$ cat src/rtl/fp_pkg.sv
// Shared types and constants for the single-precision float library.
// Holds IEEE-754 field widths, special encodings and the operand class.
package fp_pkg;

  localparam int EXP_W   = 8;
  localparam int MAN_W   = 23;
  localparam int BIAS    = 127;
  localparam int EXP_MAX = 255;

  localparam logic [31:0] QNAN    = 32'h7fc00000;
  localparam logic [31:0] POS_INF = 32'h7f800000;

  typedef struct packed {
    logic             sign;
    logic [EXP_W-1:0] exp;
    logic [MAN_W-1:0] man;
  } fp32_t;

  typedef enum logic [1:0] {
    ZERO,
    NORM,
    INF,
    NAN
  } fp_class_t;

  // Denormals are classed as ZERO: they are flushed on entry.
  function automatic fp_class_t fp_classify(
    input logic [EXP_W-1:0] e,
    input logic [MAN_W-1:0] m
  );
    if (e == '0)
      return ZERO;
    if (e == EXP_W'(EXP_MAX))
      return (m == '0) ? INF : NAN;
    return NORM;
  endfunction

endpackage

$ cat src/rtl/fp_round_pack.sv
// Normalize, round and pack the squared significand; select specials.
// Ports: prod/e2/cls in; data plus ovf/unf/nan flags out.
// FP_SQUARE_RNE_EN selects round-to-nearest-even, else truncation.
module fp_round_pack
  import fp_pkg::*;
(
  input  logic [47:0]       prod,
  input  logic signed [9:0] e2,
  input  fp_class_t         cls,
  output logic [31:0]       data,
  output logic              ovf,
  output logic              unf,
  output logic              nan
);

  localparam logic signed [9:0] EMAX = 10'(EXP_MAX);

  logic signed [9:0] e_n;
  logic signed [9:0] e_f;
  logic [MAN_W-1:0]  mant;
  logic [MAN_W-1:0]  mant_f;

`ifdef FP_SQUARE_RNE_EN
  logic              grd;
  logic              stk;
  logic [MAN_W:0]    rnd;

  always_comb begin
    e_n  = e2;
    mant = prod[45:23];
    grd  = prod[22];
    stk  = |prod[21:0];
    if (prod[47]) begin
      e_n  = e2 + 10'sd1;
      mant = prod[46:24];
      grd  = prod[23];
      stk  = |prod[22:0];
    end
    rnd    = {1'b0, mant}
           + {{MAN_W{1'b0}}, grd & (stk | mant[0])};
    // A carry means 1.11..1 rounded up to 2.0: the
    // fraction is already zero, only bump the exponent.
    e_f    = e_n + $signed({9'd0, rnd[MAN_W]});
    mant_f = rnd[MAN_W-1:0];
  end
`else
  logic unused_lsbs;

  assign unused_lsbs = ^prod[22:0];

  always_comb begin
    e_n  = e2;
    mant = prod[45:23];
    if (prod[47]) begin
      e_n  = e2 + 10'sd1;
      mant = prod[46:24];
    end
    e_f    = e_n;
    mant_f = mant;
  end
`endif

  always_comb begin
    data = '0;
    ovf  = 1'b0;
    unf  = 1'b0;
    nan  = 1'b0;
    unique case (cls)
      NAN: begin
        data = QNAN;
        nan  = 1'b1;
      end
      INF:  data = POS_INF;
      ZERO: data = '0;
      NORM: begin
        if (e_f >= EMAX) begin
          data = POS_INF;
          ovf  = 1'b1;
        end else if (e_f <= 10'sd0) begin
          unf  = 1'b1;
        end else begin
          data = {1'b0, e_f[7:0], mant_f};
        end
      end
    endcase
  end

endmodule

$ cat src/rtl/fp_square_pipe.sv
// Pipelined single-precision squarer, out = in*in, latency 3.
// Ports: clk, rst; in_data/in_valid/in_ready; out_data/out_valid/
// out_ready; out_ovf/out_unf/out_nan. Macro: FP_SQUARE_RNE_EN.
module fp_square_pipe
  import fp_pkg::*;
#(
  parameter int LATENCY = 3
) (
  input  logic        clk,
  input  logic        rst,
  input  logic [31:0] in_data,
  input  logic        in_valid,
  output logic        in_ready,
  output logic [31:0] out_data,
  output logic        out_valid,
  input  logic        out_ready,
  output logic        out_ovf,
  output logic        out_unf,
  output logic        out_nan
);

  if (LATENCY != 3) begin : g_lat_err
    $error("fp_square_pipe: LATENCY must be 3");
  end

  localparam logic signed [9:0] BIAS10 = 10'(BIAS);

  fp32_t in_f;
  logic  unused_sign;
  logic  adv;

  logic                v0_d, v0_q;
  logic [EXP_W-1:0]    exp0_d, exp0_q;
  logic [MAN_W-1:0]    man0_d, man0_q;

  logic                v1_d, v1_q;
  fp_class_t           cls1_d, cls1_q;
  logic [EXP_W-1:0]    exp1_d, exp1_q;
  logic [MAN_W:0]      sig1_d, sig1_q;

  logic                v2_d, v2_q;
  fp_class_t           cls2_d, cls2_q;
  logic [47:0]         prod2_d, prod2_q;
  logic signed [9:0]   e2_d, e2_q;

  logic                ov_d, ov_q;
  logic [31:0]         od_d, od_q;
  logic                ovf_d, ovf_q;
  logic                unf_d, unf_q;
  logic                nan_d, nan_q;

  logic [31:0]         rp_data;
  logic                rp_ovf, rp_unf, rp_nan;

  // Sign never matters for a square.
  assign in_f        = in_data;
  assign unused_sign = in_f.sign;

  // One global enable: the whole pipe freezes on backpressure.
  assign adv       = ~ov_q | out_ready;
  assign in_ready  = adv;
  assign out_valid = ov_q;
  assign out_data  = od_q;
  assign out_ovf   = ovf_q;
  assign out_unf   = unf_q;
  assign out_nan   = nan_q;

  fp_round_pack u_round_pack (
    .prod (prod2_q),
    .e2   (e2_q),
    .cls  (cls2_q),
    .data (rp_data),
    .ovf  (rp_ovf),
    .unf  (rp_unf),
    .nan  (rp_nan)
  );

  always_comb begin
    v0_d    = v0_q;
    exp0_d  = exp0_q;
    man0_d  = man0_q;
    v1_d    = v1_q;
    cls1_d  = cls1_q;
    exp1_d  = exp1_q;
    sig1_d  = sig1_q;
    v2_d    = v2_q;
    cls2_d  = cls2_q;
    prod2_d = prod2_q;
    e2_d    = e2_q;
    ov_d    = ov_q;
    od_d    = od_q;
    ovf_d   = ovf_q;
    unf_d   = unf_q;
    nan_d   = nan_q;
    if (adv) begin
      v0_d    = in_valid;
      exp0_d  = in_f.exp;
      man0_d  = in_f.man;

      v1_d    = v0_q;
      cls1_d  = fp_classify(exp0_q, man0_q);
      exp1_d  = exp0_q;
      sig1_d  = {1'b1, man0_q};

      v2_d    = v1_q;
      cls2_d  = cls1_q;
      prod2_d = 48'(sig1_q) * 48'(sig1_q);
      e2_d    = $signed({1'b0, exp1_q, 1'b0}) - BIAS10;

      ov_d    = v2_q;
      od_d    = rp_data;
      ovf_d   = rp_ovf;
      unf_d   = rp_unf;
      nan_d   = rp_nan;
    end
  end

  always_ff @(posedge clk) begin
    if (rst) begin
      v0_q    <= 1'b0;
      exp0_q  <= '0;
      man0_q  <= '0;
      v1_q    <= 1'b0;
      cls1_q  <= ZERO;
      exp1_q  <= '0;
      sig1_q  <= '0;
      v2_q    <= 1'b0;
      cls2_q  <= ZERO;
      prod2_q <= '0;
      e2_q    <= '0;
      ov_q    <= 1'b0;
      od_q    <= '0;
      ovf_q   <= 1'b0;
      unf_q   <= 1'b0;
      nan_q   <= 1'b0;
    end else begin
      v0_q    <= v0_d;
      exp0_q  <= exp0_d;
      man0_q  <= man0_d;
      v1_q    <= v1_d;
      cls1_q  <= cls1_d;
      exp1_q  <= exp1_d;
      sig1_q  <= sig1_d;
      v2_q    <= v2_d;
      cls2_q  <= cls2_d;
      prod2_q <= prod2_d;
      e2_q    <= e2_d;
      ov_q    <= ov_d;
      od_q    <= od_d;
      ovf_q   <= ovf_d;
      unf_q   <= unf_d;
      nan_q   <= nan_d;
    end
  end

endmodule

$ cat config.mk
export PLATFORM = sky130hd
export DESIGN_NAME = fp_square_pipe
export DESIGN_NICKNAME = d
export VERILOG_FILES = /design/src/rtl/fp_pkg.sv /design/src/rtl/fp_round_pack.sv /design/src/rtl/fp_square_pipe.sv
export SDC_FILE = /design/constraint.sdc
export NUM_CORES = 1
export LEC_CHECK = 0
export CORE_MARGIN = 2
export CORE_UTILIZATION = 30
export CTS_CLUSTER_DIAMETER = 60
export DETAILED_ROUTE_END_ITERATION = 16
export GPL_TIMING_DRIVEN = 0
export PLACE_DENSITY_LB_ADDON = 0.1
export SETUP_SLACK_MARGIN = 0.2
export SLEW_MARGIN = 10
export SYNTH_ARGS = -nofsm -noshare
export SYNTH_HDL_FRONTEND = slang
export SYNTH_SLANG_ARGS = --single-unit
$ cat constraint.sdc
create_clock -name clk -period 16.11 [get_ports clk]
set_input_delay 1.611 -clock clk [delete_from_list [all_inputs] [get_ports clk]]
set_output_delay 1.611 -clock clk [all_outputs]
set_load 0.1 [all_outputs]
### After elaboration in Yosys (flattened, before gate mapping)

Index checks and enable logic that the tools add are counted.

| storage, ports and cells | value |
|---|---|
| register bits after elaboration | 164 |
| output and inout bits | 37 |
| word-level logic and storage cells | 51 |
| input bits | 36 |

| cells by class | value |
|---|---|
| order comparisons | 2 |
| equal/unequal tests | 4 |
| bitwise logic cells | 2 |
| mux-type cells | 21 |
| add/subtract/negate cells | 2 |
| multiply operators | 1 |
| reductions and logical operators | 3 |

Operator list:

| kind | number |
|---|---|
| $pmux W32 S4 | 1 |
| $mul A24 B24 Y48 | 1 |
| $mux W32 | 1 |
| $mux W31 | 1 |
| $logic_not A23 Y1 | 1 |
| $mux W23 | 1 |
| $mux W1 | 12 |
| $add A10 B2 Y10 const B | 1 |
| $ge A10 B9 Y1 const B | 1 |
| $le A10 B1 Y1 const B | 1 |
| $mux W10 | 1 |
| $sub A9 B7 Y10 const B | 1 |
| $eq A8 B8 Y1 const B | 1 |
| $logic_not A8 Y1 | 1 |
| $mux W2 | 4 |
| $eq A2 B2 Y1 const B | 2 |
| $eq A2 B1 Y1 const B | 1 |
| $logic_not A2 Y1 | 1 |
| $not A1 Y1 | 1 |
| $or A1 B1 Y1 | 1 |

### Longest topological paths before layout

Gate-level depths: netlist of the first run.

| depth | value |
|---|---|
| depth after elaboration | 7 |
| gate-level depth with buffers | 27 |
| mapped depth without buffers | 26 |

### By module

Synthesis of the first run repeated with hierarchy kept, for this count alone.

| unflattened totals | value |
|---|---|
| cells, all modules | 2715 |
| area total of the unflattened synthesis | 23448.7 um2 |

By module, submodules not included:

| module | cells each | seq. area each (um2) | area an instance (um2) | instances |
|---|---|---|---|---|
| fp_square_pipe | 2579 | 3243.1 | 22253.8 | 1 |
| fp_round_pack | 136 | 0.0 | 1194.9 | 1 |

### Worst setup path after synthesis of the first run

OpenSTA, ideal clock, no wires.

| path | value |
|---|---|
| path kind | reg-to-reg |
| start | register e2_q[0] (netlist name) |
| end | register prod2_q[36] |
| arrival | 6.598 ns |
| clock period less this slack | 6.719 ns |
| path buffers | 2 |
| library setup time | 0.122 ns |
| required time | 15.988 ns |
| path slack | 9.391 ns |
| cell stages (with the launch flop) | 23 |
| cells stage by stage | dfxtp_1 clkbuf_1 clkbuf_1 and2_1 fa_1 fa_1 inv_1 fa_1 fa_1 inv_1 fa_1 fa_1 fa_1 ha_1 a21oi_2 nand2b_1 nor3_1 o31ai_4 a31oi_2 nor3_1 a211o_1 a21o_1 a221o_1 |

RTL lines:

| what | RTL line | RTL |
|---|---|---|
| end signal: assignment | fp_square_pipe.sv:146 | `prod2_q <= prod2_d;` |
| end: declaration | fp_square_pipe.sv:43 | `logic [47:0] prod2_d, prod2_q;` |

==> qor.txt, run 1 <==
Status = complete, no violations
CP dominant cell by count = fa_1
All-layer global routing usage = 18.7%
Fin crit share = 54.3%
Register Area = 2780 um^2
R2R depth = 22
Final core occ = 33.8%
Io pins = 73
Fmax = 114 MHz
Most common cell after layout, fill and taps aside = inv_1
Crit path time final = 8.74 ns
Setup_tns = 0 ns
Post-CTS Repair Setup Buffers = 0
Max Cap Viol = 0
Worst R2R Start = e2_q[0]$_SDFFE_PP0P_
Crit path max fanout = 10
H-Tree Depth = 4
Max Transition Viols Final = 0
Yosys warnings = 0
Avg Vias per Cell = 4.50
First-pass GRT wire length = 103000 um
Syn_nets = 3008
Worst Setup End Kind = flop
FF-to-FF setup slack = 7.37 ns
Fill cells = 7528
Layout Cells excl Fill = 3415
Leakage power = 11.9 nW
Worst-Skew Late Latency = 0.43 ns
Final instance area = 23600 um^2
CTS tree = done
Data arrival time of the worst path = 9.04 ns
Rel. slew slack = 27.5%
Cell Area, Placed = 23100 um^2
Layout Skew = 0.0107 ns
Final setup vio count = 0
Hold slack = 0.456 ns
Total gr overflow = 0
Placed Cells = 3383
Cts repair resizes = 0
RSZ-0062 raised after global routing = no
RR Endpoint = prod2_q[37]$_SDFFE_PP0P_
Share of layout cells above drive strength 1 = 3.19%
Die area = 72700 um^2
Gp weighted congestion = 0.871
FF+latch count, synth = 139
CTS root buffer = clkbuf_16
Crit-path max cell delay = 0.79 ns
Hold/Removal Path Class = reg -> reg
Slew @ Worst Pin = 1.08 ns
PD cells = 49.2 nW/um^2
Syn Area/Cell = 8.93 um^2
Vias in the first global route = 17300
Area grow syn2layout = 11.6%
Layout Nets = 3097
Fin. Hold Viols = 0
Hold Buf Count CTS = 0
Main synth FF type = dfxtp_1
Sequential area share after synthesis = 13.1%
Crit-path cells = clkbuf_1 -> clkbuf_1 -> and2_1 -> fa_1 -> fa_1 -> inv_1 -> fa_1 -> fa_1 -> inv_1 -> fa_1 -> fa_1 -> fa_1 -> ha_1 -> a21oi_2 -> nand2b_1 -> nor3_1 -> o31ai_4 -> a31oi_1 -> nor2_1 -> a221oi_1 -> xor2_1 -> o21ai_1
Peak VDD IR = 75.3 uV
Critical Path RT = 16.41 ns
FP Rows = 97
DRC errors left = 0
Post-synth EDFFs = 0
Drt pass-1 iters = 5
WHS Endpoint = out_data[16]$_SDFFE_PP0P_
Routed Antenna Nets = 0
DP HPWL = 53800 um
Most frequent cells in the layout = inv_1 (577), fa_1 (422), nand2_1 (378)
Synth cell types = 68
Port bufs = 70
Crit start category = flop
Yosys top cell by area = fa_1
Hold path depth = 2
Gate count after technology mapping = 2373
Largest net degree at the start of global routing = 17
Cell area after synthesis = 21200 um^2
Post-DR wirelength/cell = 19.1 um
Ys async rst share = 0%
Initial drt markers = 753
Synth top area share = 39.9%
Core Footprint = 69900 um^2
Die H = 270 um
CTS Buf Count = 17
Clock Pin Slew Worst Setup and Hold Paths = 0.06 ns
CP Class = reg -> reg
Vias post-DR = 15400
Clock buffer depth = 2
Clock sink count = 139
DIE WIDTH = 270 um
Hold_sp = out_data[16]$_SDFFE_PP0P_
Multi-input gate area in the final layout = 15800 um^2
Final WL = 65200 um
Initial Util = 30.3%
Largest cells by area after synthesis = fa_1 (40%), dfxtp_1 (13%), ha_1 (10%)
Initial antenna violation count = 0
CP max stage cell = clkbuf_1
-- per-layer routing --
metal | GRT usage (%) | vias to the layer above | part of all wire [%]
met1 | 26.5 | 7763 | 49
li1 | - | 7292 | -
met2 | 30.7 | 292 | 46
met4 | 3.44 | 0 | 1.3
met5 | 0 | - | 0
met3 | 2.39 | 34 | 3.7
-- critical path: cells and delay by family (launching register included) --
kind	cells	cell delay, ns
xor+xnor	1	0.26
buf+inv	4	1.63
compound gates	5	1.41
simple gates	4	0.92
fa+ha+maj	8	3.95
flops	1	0.42
-- sequential cells by signal, summed over array words and instances, names as in the netlist --
name       flops
cls1_q         2
v1_q           1
out_data      31
out_ovf        1
man0_q        23
v0_q           1
v2_q           1
out_unf        1
exp0_q         8
cls2_q         2
exp1_q         8
out_nan        1
e2_q          10
sig1_q        23
prod2_q       25
out_valid      1
-- cell usage after synthesis, types with 14 or more instances --
cell and n:
xnor2_1 21, nand2_1 378, mux2i_1 24, ha_1 177, nor2_1 64, xor2_1 19
clkbuf_1 89, a21oi_1 106, o21ai_0 29, inv_1 577, a211oi_1 16, and2_1 114
fa_1 422, o21ai_2 20, nand3_1 14, dfxtp_1 139, nor3_1 14, a21o_1 23
-- stage by stage --
step           total power, mW  worst slack [ns]
2_1_floorplan            0.633              9.39
3_3_place_gp             0.775              7.34
3_5_place_dp             0.774              7.29
4_1_cts                   1.18              7.24
5_1_grt                   1.24              7.00
6_report                  1.16              7.37
-- power by group --
part	switching, mW	internal [mW]	leakage [nW]
clock network	0.163	0.233	0.278
registers	0.0244	0.365	1.14
logic	0.243	0.136	10.4
-- cell type report --
cell class | instances | share of cell area [%]
tap | 940 | 4.97
clock buffer | 19 | 1.87
clock inverter | 12 | 0.587
sequential | 139 | 11.8
inverter | 578 | 9.18
buffer | 104 | 1.89
timing repair buffer | 70 | 2.96
antenna | 1 | 0.0106
multi-input combinational | 1552 | 66.8
-- how the worst max path moves through the flow --
stage                            start                  endpoint  slack [ns]
3_5_place_dp   sig1_q[14]$_SDFFE_PP0P_  prod2_q[32]$_SDFFE_PP0P_        7.29
5_1_grt        sig1_q[14]$_SDFFE_PP0P_  prod2_q[32]$_SDFFE_PP0P_        7.00
3_3_place_gp   sig1_q[14]$_SDFFE_PP0P_  prod2_q[32]$_SDFFE_PP0P_        7.34
6_report          e2_q[0]$_SDFFE_PP0P_  prod2_q[37]$_SDFFE_PP0P_        7.37
2_1_floorplan     e2_q[0]$_SDFFE_PP0P_  prod2_q[36]$_SDFFE_PP0P_        9.39
4_1_cts        sig1_q[14]$_SDFFE_PP0P_  prod2_q[32]$_SDFFE_PP0P_        7.24
-- cell families after synthesis --
kind of cell               count (synthesis)  synth area share, %
and+or+nand+nor                          641                 13.8
other                                      1               0.0177
buffers and inverters                    682                 12.4
xor gates and xnor gates                  40                 1.65
DFF                                      139                 13.1
AOI/OAI and AO/OA                        245                 7.44
muxes                                     26                 1.24
adders and majority gates                599                 50.3
(Power assumes the default switching activity.)
==> run 2: changes to the inputs <==
- clock period: 16.11 -> 7.54 ns (I/O delays scaled with it)
==> run 2 against run 1 <==
Clock power rose by 110%. Non-clock buffer count rose by 14. Highest routed layer unchanged. Critical path depth up 4. Worst setup slack got worse by 7.0 ns. Combinational power rose by 120%. Critical path type unchanged. Utilization is 1.2 points higher. Largest power group is now combinational cells. First-iteration DRC count rose by 10%. Flip-flop and latch count stayed put.
==> qor.txt, run 2 (same netlist as run 1, synthesis figures left out) <==
Clock network power share = 33.5% (was 34.0%)
Area grow syn2layout = 15.7% (was 11.6%)
Comb pwr share = 33.6% (was 32.5%)
Gp weighted congestion = 0.871 (unchanged)
Die area = 72700 um^2 (unchanged)
Vias in the first global route = 17500 (was 17300)
Fin crit share = 94.7% (was 54.3%)
Share of layout cells above drive strength 1 = 7.44% (was 3.19%)
Vias post-DR = 15500 (was 15400)
Hold slack = 0.456 ns (about the same)
Layout Skew = 0.0108 ns (was 0.0107 ns)
Antenna Cells = 0 (was 1)
Fmax = 140 MHz (was 114 MHz)
Internal Pwr Total = 1.60 mW (was 0.734 mW)
Largest net degree at the start of global routing = 17 (unchanged)
Routed Antenna Nets = 0 (unchanged)
Cell Area, Placed = 23100 um^2 (unchanged)
Core Footprint = 69900 um^2 (unchanged)
CP max stage cell = fa_1 (was clkbuf_1)
PD cells = 103 nW/um^2 (was 49.2 nW/um^2)
Initial antenna violation count = 1 (was 0)
Layout Nets = 3111 (was 3097)
Slew @ Worst Pin = 1.01 ns (was 1.08 ns)
Avg Vias per Cell = 4.53 (was 4.50)
Final WL = 65700 um (was 65200 um)
Worst Setup End Kind = flop (unchanged)
Drt pass-1 iters = 5 (unchanged)
Initial Util = 30.3% (unchanged)
Most frequent cells in the layout = inv_1 (577), fa_1 (421), nand2_1 (378) (was inv_1 (577), fa_1 (422), nand2_1 (378))
Sw frac = 36.8% (was 36.9%)
Worst-Skew Late Latency = 0.44 ns (was 0.43 ns)
Clock buffer depth = 2 (unchanged)
Hold/Removal Path Class = reg -> reg (unchanged)
Fin. Hold Viols = 0 (unchanged)
All-layer global routing usage = 18.8% (was 18.7%)
DRC errors left = 0 (unchanged)
RSZ-0062 raised after global routing = no (unchanged)
Leakage power = 12.3 nW (was 11.9 nW)
Total gr overflow = 0 (unchanged)
Placed Cells = 3383 (unchanged)
CTS tree = done (unchanged)
Die H = 270 um (unchanged)
Status = complete, no violations (unchanged)
DIE WIDTH = 270 um (unchanged)
H-Tree Depth = 4 (unchanged)
Initial drt markers = 831 (was 753)
CP Class = reg -> reg (unchanged)
Fill cells = 7470 (was 7528)
Data arrival time of the worst path = 7.46 ns (was 9.04 ns)
FP Rows = 97 (unchanged)
Final instance area = 24500 um^2 (was 23600 um^2)
Crit-path max cell delay = 0.53 ns (was 0.79 ns)
DP HPWL = 53800 um (unchanged)
Psw = 0.928 mW (was 0.430 mW)
CP dominant cell by count = fa_1 (unchanged)
Port bufs = 70 (unchanged)
Peak VDD IR = 162 uV (was 75.3 uV)
Max Transition Viols Final = 0 (unchanged)
CTS root buffer = clkbuf_16 (unchanged)
Most common cell after layout, fill and taps aside = inv_1 (unchanged)
Flop pwr share = 32.8% (was 33.5%)
Crit start category = flop (unchanged)
CTS Buf Count = 17 (unchanged)
Max Cap Viol = 0 (unchanged)
First-pass GRT wire length = 104000 um (was 103000 um)
Layout Cells excl Fill = 3428 (was 3415)
Final setup vio count = 0 (unchanged)
Io pins = 73 (unchanged)
Largest register FFs = 31 (unchanged)
Pwr Total = 2.52 mW (was 1.16 mW)
Crit path time final = 7.14 ns (was 8.74 ns)
Rel. slew slack = 32.4% (was 27.5%)
Multi-input gate area in the final layout = 15900 um^2 (was 15800 um^2)
Register Area = 2860 um^2 (was 2780 um^2)
Post-DR wirelength/cell = 19.2 um (was 19.1 um)
Crit path max fanout = 7 (was 10)
Critical Path RT = 7.86 ns (was 16.41 ns)
Clock Pin Slew Worst Setup and Hold Paths = 0.06 ns (about the same)
Clock sink count = 139 (unchanged)
[run 2: cell count changes in the layout (fill, tap and decap cells not counted), moves of 4 or more]
cell | before | now
dfxtp_2 | 0 | 5
clkbuf_4 | 0 | 6
dfxtp_1 | 139 | 115
clkbuf_16 | 17 | 29
clkbuf_8 | 1 | 19
dfxtp_4 | 0 | 19
buf_4 | 1 | 18
clkbuf_1 | 90 | 42
ha_1 | 177 | 173
[run 2: area by class of cell]
cell class / instances / area share (%)
buffer: 104 / 3.96
clock buffer: 19 / 1.81
clock inverter: 12 / 0.567
inverter: 578 / 8.86
multi-input combinational: 1552 / 65.0
sequential: 139 / 11.7
tap: 940 / 4.80
timing repair buffer: 84 / 3.34
[run 2: path summary, 6_finish.rpt]
kind / cells after the start / to / slack (ns) / start
setup / recovery: 26 / prod2_q[36]$_SDFFE_PP0P_ / 0.40 / sig1_q[14]$_SDFFE_PP0P_
hold / removal: 2 / out_data[16]$_SDFFE_PP0P_ / 0.46 / out_data[16]$_SDFFE_PP0P_
setup reg to reg: 26 / prod2_q[36]$_SDFFE_PP0P_ / 0.40 / sig1_q[14]$_SDFFE_PP0P_
hold reg to reg: 2 / out_data[16]$_SDFFE_PP0P_ / 0.46 / out_data[16]$_SDFFE_PP0P_
[run 2: per-stage QoR]
stage / worst slack, ns / TNS [ns] / utilization, %
2_1_floorplan: 0.821 / 0 / -
4_1_cts: 0.158 / 0 / 34.8
3_3_place_gp: -1.23 / -21.81 / 33.0
5_1_grt: 0.202 / 0 / 35.0
3_5_place_dp: -1.28 / -22.12 / 33.0
6_report: 0.398 / 0 / 35.0
[run 2: power by group through the flow]
stage	Sequential [mW]	Combinational (mW)	Clock (mW)
after floorplan	0.846	0.507	0
after global placement	0.847	0.809	0
after detailed placement	0.847	0.806	0
after CTS	0.830	0.847	0.866
after global routing	0.834	0.955	0.899
final	0.828	0.849	0.847
[run 2: what timing repair did]
item | 4_1_cts | 5_1_grt
hold buffers | 0 | 0
setup endpoints to repair | 25 | 19
pin swaps | 5 | 2
buffers inserted | 9 | 5
resized for setup | 180 | 51
[run 2: routing by layer]
layer	vias up	wire [um]	global-route usage, %
li1	7329	-	-
met1	7855	31600	26.6
met2	308	30400	30.7
met3	43	2650	2.40
met4	0	987	3.70
met5	-	0	0
[run 2: critical path, delay by kind of cell (launching register included)]
kind,cells,cell delay (ns)
compound gates,7,1.49
fa+ha+maj,8,3.88
buf+inv,8,0.71
flops,1,0.44
simple gates,3,0.48
==> run 3: changes to the inputs <==
- CORE_ASPECT_RATIO: default -> 0.6
==> run 3 against run 2 <==
Combinational power up 6.9%. Clock skew is 0.014 ns higher. Via count is 2.2% higher. Clock power is 12% higher. Hold slack worse by 0.0074 ns. Worst setup slack better by 0.012 ns. Critical endpoint unchanged. Largest cell class unchanged.
==> qor.txt, run 3 (same netlist as run 1, synthesis figures left out) <==
Area grow syn2layout = 17.5% (was 15.7%)
Port bufs = 70 (unchanged)
Layout Nets = 3137 (was 3111)
Fmax = 140 MHz (about the same)
RSZ-0062 raised after global routing = yes (was no)
Crit-path cells = clkbuf_4 -> and2_1 -> fa_1 -> inv_1 -> fa_1 -> fa_1 -> inv_1 -> fa_1 -> fa_2 -> fa_2 -> fa_1 -> ha_4 -> a21oi_4 -> nand2b_4 -> nor3_4 -> o31ai_4 -> buf_12 -> buf_4 -> a31oi_4 -> nor3_2 -> a211o_1 -> a21o_1 -> a221o_1
CP max stage cell = fa_2 (was fa_1)
Share of layout cells above drive strength 1 = 9.54% (was 7.44%)
Routed Antenna Nets = 0 (unchanged)
CP Class = reg -> reg (unchanged)
Leakage power = 12.4 nW (was 12.3 nW)
Max Transition Viols Final = 0 (unchanged)
CTS root buffer = clkbuf_16 (unchanged)
Initial Util = 30.3% (about the same)
Vias in the first global route = 16900 (was 17500)
Crit path max fanout = 10 (was 7)
Clock sink count = 139 (unchanged)
Gp weighted congestion = 0.870 (was 0.871)
FF-to-FF setup slack = 0.41 ns (was 0.40 ns)
Total gr overflow = 0 (unchanged)
Worst Setup End Kind = flop (unchanged)
Fin crit share = 94.6% (was 94.7%)
Max Cap Viol = 0 (unchanged)
Most common cell after layout, fill and taps aside = inv_1 (unchanged)
Critical Path RT = 7.92 ns (was 7.86 ns)
Avg Vias per Cell = 4.63 (was 4.53)
Post-DR wirelength/cell = 20.8 um (was 19.2 um)
Crit start category = flop (unchanged)
R2R depth = 23 (was 26)
Layout Skew = 0.0250 ns (was 0.0108 ns)
Largest net degree at the start of global routing = 14 (was 17)
Multi-input gate area in the final layout = 16100 um^2 (was 15900 um^2)
Clock buffer depth = 3 (was 2)
CP dominant cell by count = fa_1 (unchanged)
Io pins = 73 (unchanged)
Pwr Total = 2.69 mW (was 2.52 mW)
Fin. Hold Viols = 0 (unchanged)
Clock Pin Slew Worst Setup and Hold Paths = 0.06 ns (about the same)
RR Endpoint = prod2_q[36]$_SDFFE_PP0P_ (unchanged)
Status = complete, no violations (unchanged)
First-pass GRT wire length = 108000 um (was 104000 um)
Initial antenna violation count = 3 (was 1)
PD cells = 108 nW/um^2 (was 103 nW/um^2)
Hold/Removal Path Class = reg -> reg (unchanged)
Peak VDD IR = 119 uV (was 162 uV)
DP HPWL = 60700 um (was 53800 um)
Hold_sp = out_data[9]$_SDFFE_PP0P_ (was out_data[16]$_SDFFE_PP0P_)
Rel. slew slack = 30.5% (was 32.4%)
WHS Endpoint = out_data[9]$_SDFFE_PP0P_ (was out_data[16]$_SDFFE_PP0P_)
Most frequent cells in the layout = inv_1 (576), fa_1 (414), nand2_1 (369) (was inv_1 (577), fa_1 (421), nand2_1 (378))
Slew @ Worst Pin = 1.04 ns (was 1.01 ns)
CTS tree = done (unchanged)
Final core occ = 35.6% (was 35.0%)
Fill cells = 7232 (was 7470)
Core Footprint = 69900 um^2 (about the same)
Final WL = 71300 um (was 65700 um)
Vias post-DR = 15900 (was 15500)
Worst R2R Start = sig1_q[11]$_SDFFE_PP0P_ (was sig1_q[14]$_SDFFE_PP0P_)
Drt pass-1 iters = 5 (unchanged)
Largest register FFs = 31 (unchanged)
Die area = 72800 um^2 (was 72700 um^2)
H-Tree Depth = 4 (unchanged)
Final setup vio count = 0 (unchanged)
Crit-path max cell delay = 0.64 ns (was 0.53 ns)
Data arrival time of the worst path = 7.51 ns (was 7.46 ns)
Initial drt markers = 1168 (was 831)
Register Area = 2870 um^2 (was 2860 um^2)
Hold path depth = 2 (unchanged)
Die H = 210 um (was 270 um)
CTS Buf Count = 25 (was 17)
Setup_tns = 0 ns (unchanged)
DRC errors left = 0 (unchanged)
FP Rows = 75 (was 97)
DIE WIDTH = 347 um (was 270 um)
Worst-Skew Late Latency = 0.49 ns (was 0.44 ns)
All-layer global routing usage = 20.1% (was 18.8%)
Crit path time final = 7.13 ns (was 7.14 ns)
run 3: cell types whose count changed in the layout (fill, tap and decap cells not counted), moves of 4 or more:
cell,before,now
fa_2,1,8
nand2_1,378,369
buf_4,18,31
buf_8,2,19
fa_1,421,414
and2_2,0,4
and2_1,114,106
clkbuf_8,19,11
nand2_2,0,9
and2_4,0,4
run 3: critical path: cells and delay by family, from the launching register on:
family,cells,cell delay (ns)
AOI/OAI and AO/OA,6,1.26
and+or+nand+nor,4,0.55
adders and majority gates,8,4.05
DFF,1,0.40
buffers and inverters,5,0.72
run 3: final cells by class:
class	count	area share [%]
Tap cell	924	4.65
Clock buffer	29	2.61
Inverter	578	8.72
Multi-Input combinational cell	1552	64.7
Buffer	104	3.91
Sequential cell	139	11.5
Clock inverter	2	0.0402
Antenna cell	1	0.0101
Timing Repair Buffer	102	3.86
run 3: report_power, final:
part	switching [mW]	leakage (nW)	internal (mW)
Sequential	0.0547	1.16	0.777
Combinational	0.564	10.9	0.344
Clock	0.347	0.327	0.598
Total	0.966	12.4	1.72
run 3: how the worst max path moves through the flow:
stage,startpoint,end
global placement,sig1_q[17]$_SDFFE_PP0P_,prod2_q[32]$_SDFFE_PP0P_
finish,sig1_q[11]$_SDFFE_PP0P_,prod2_q[36]$_SDFFE_PP0P_
detailed placement,e2_q[0]$_SDFFE_PP0P_,prod2_q[47]$_SDFFE_PP0P_
floorplan,e2_q[0]$_SDFFE_PP0P_,prod2_q[36]$_SDFFE_PP0P_
CTS,sig1_q[13]$_SDFFE_PP0P_,prod2_q[36]$_SDFFE_PP0P_
global route,sig1_q[21]$_SDFFE_PP0P_,prod2_q[43]$_SDFFE_PP0P_
run 3: metal layers:
| layer | track usage (%) | vias to the layer above | wire (um) |
|---|---|---|---|
| met5 | 0 | - | 13 |
| met4 | 2.17 | 2 | 420 |
| met3 | 7.01 | 26 | 6130 |
| met2 | 24.7 | 416 | 25300 |
| met1 | 33.1 | 8045 | 39400 |
| li1 | - | 7390 | - |
run 3: repair_timing:
action	in CTS	in global routing
cloned	0	1
setup endpoints to repair	25	25
gates resized for setup	195	95
pin swaps	6	22
setup buffers	6	24
hold buffers	0	0
run 3: per-stage QoR:
stage | cells | cell area, um^2 | hold slack (ns) | worst slack, ns
finish | 3431 | 24900 | 0.448 | 0.410
global route | 3431 | 24900 | 0.467 | 0.160
CTS | 3405 | 24400 | 0.453 | 0.204
detailed placement | 3368 | 23100 | 0.440 | -1.67
global placement | 3367 | 23000 | 0.440 | -1.79
floorplan | 2373 | 21200 | 0.428 | 0.821
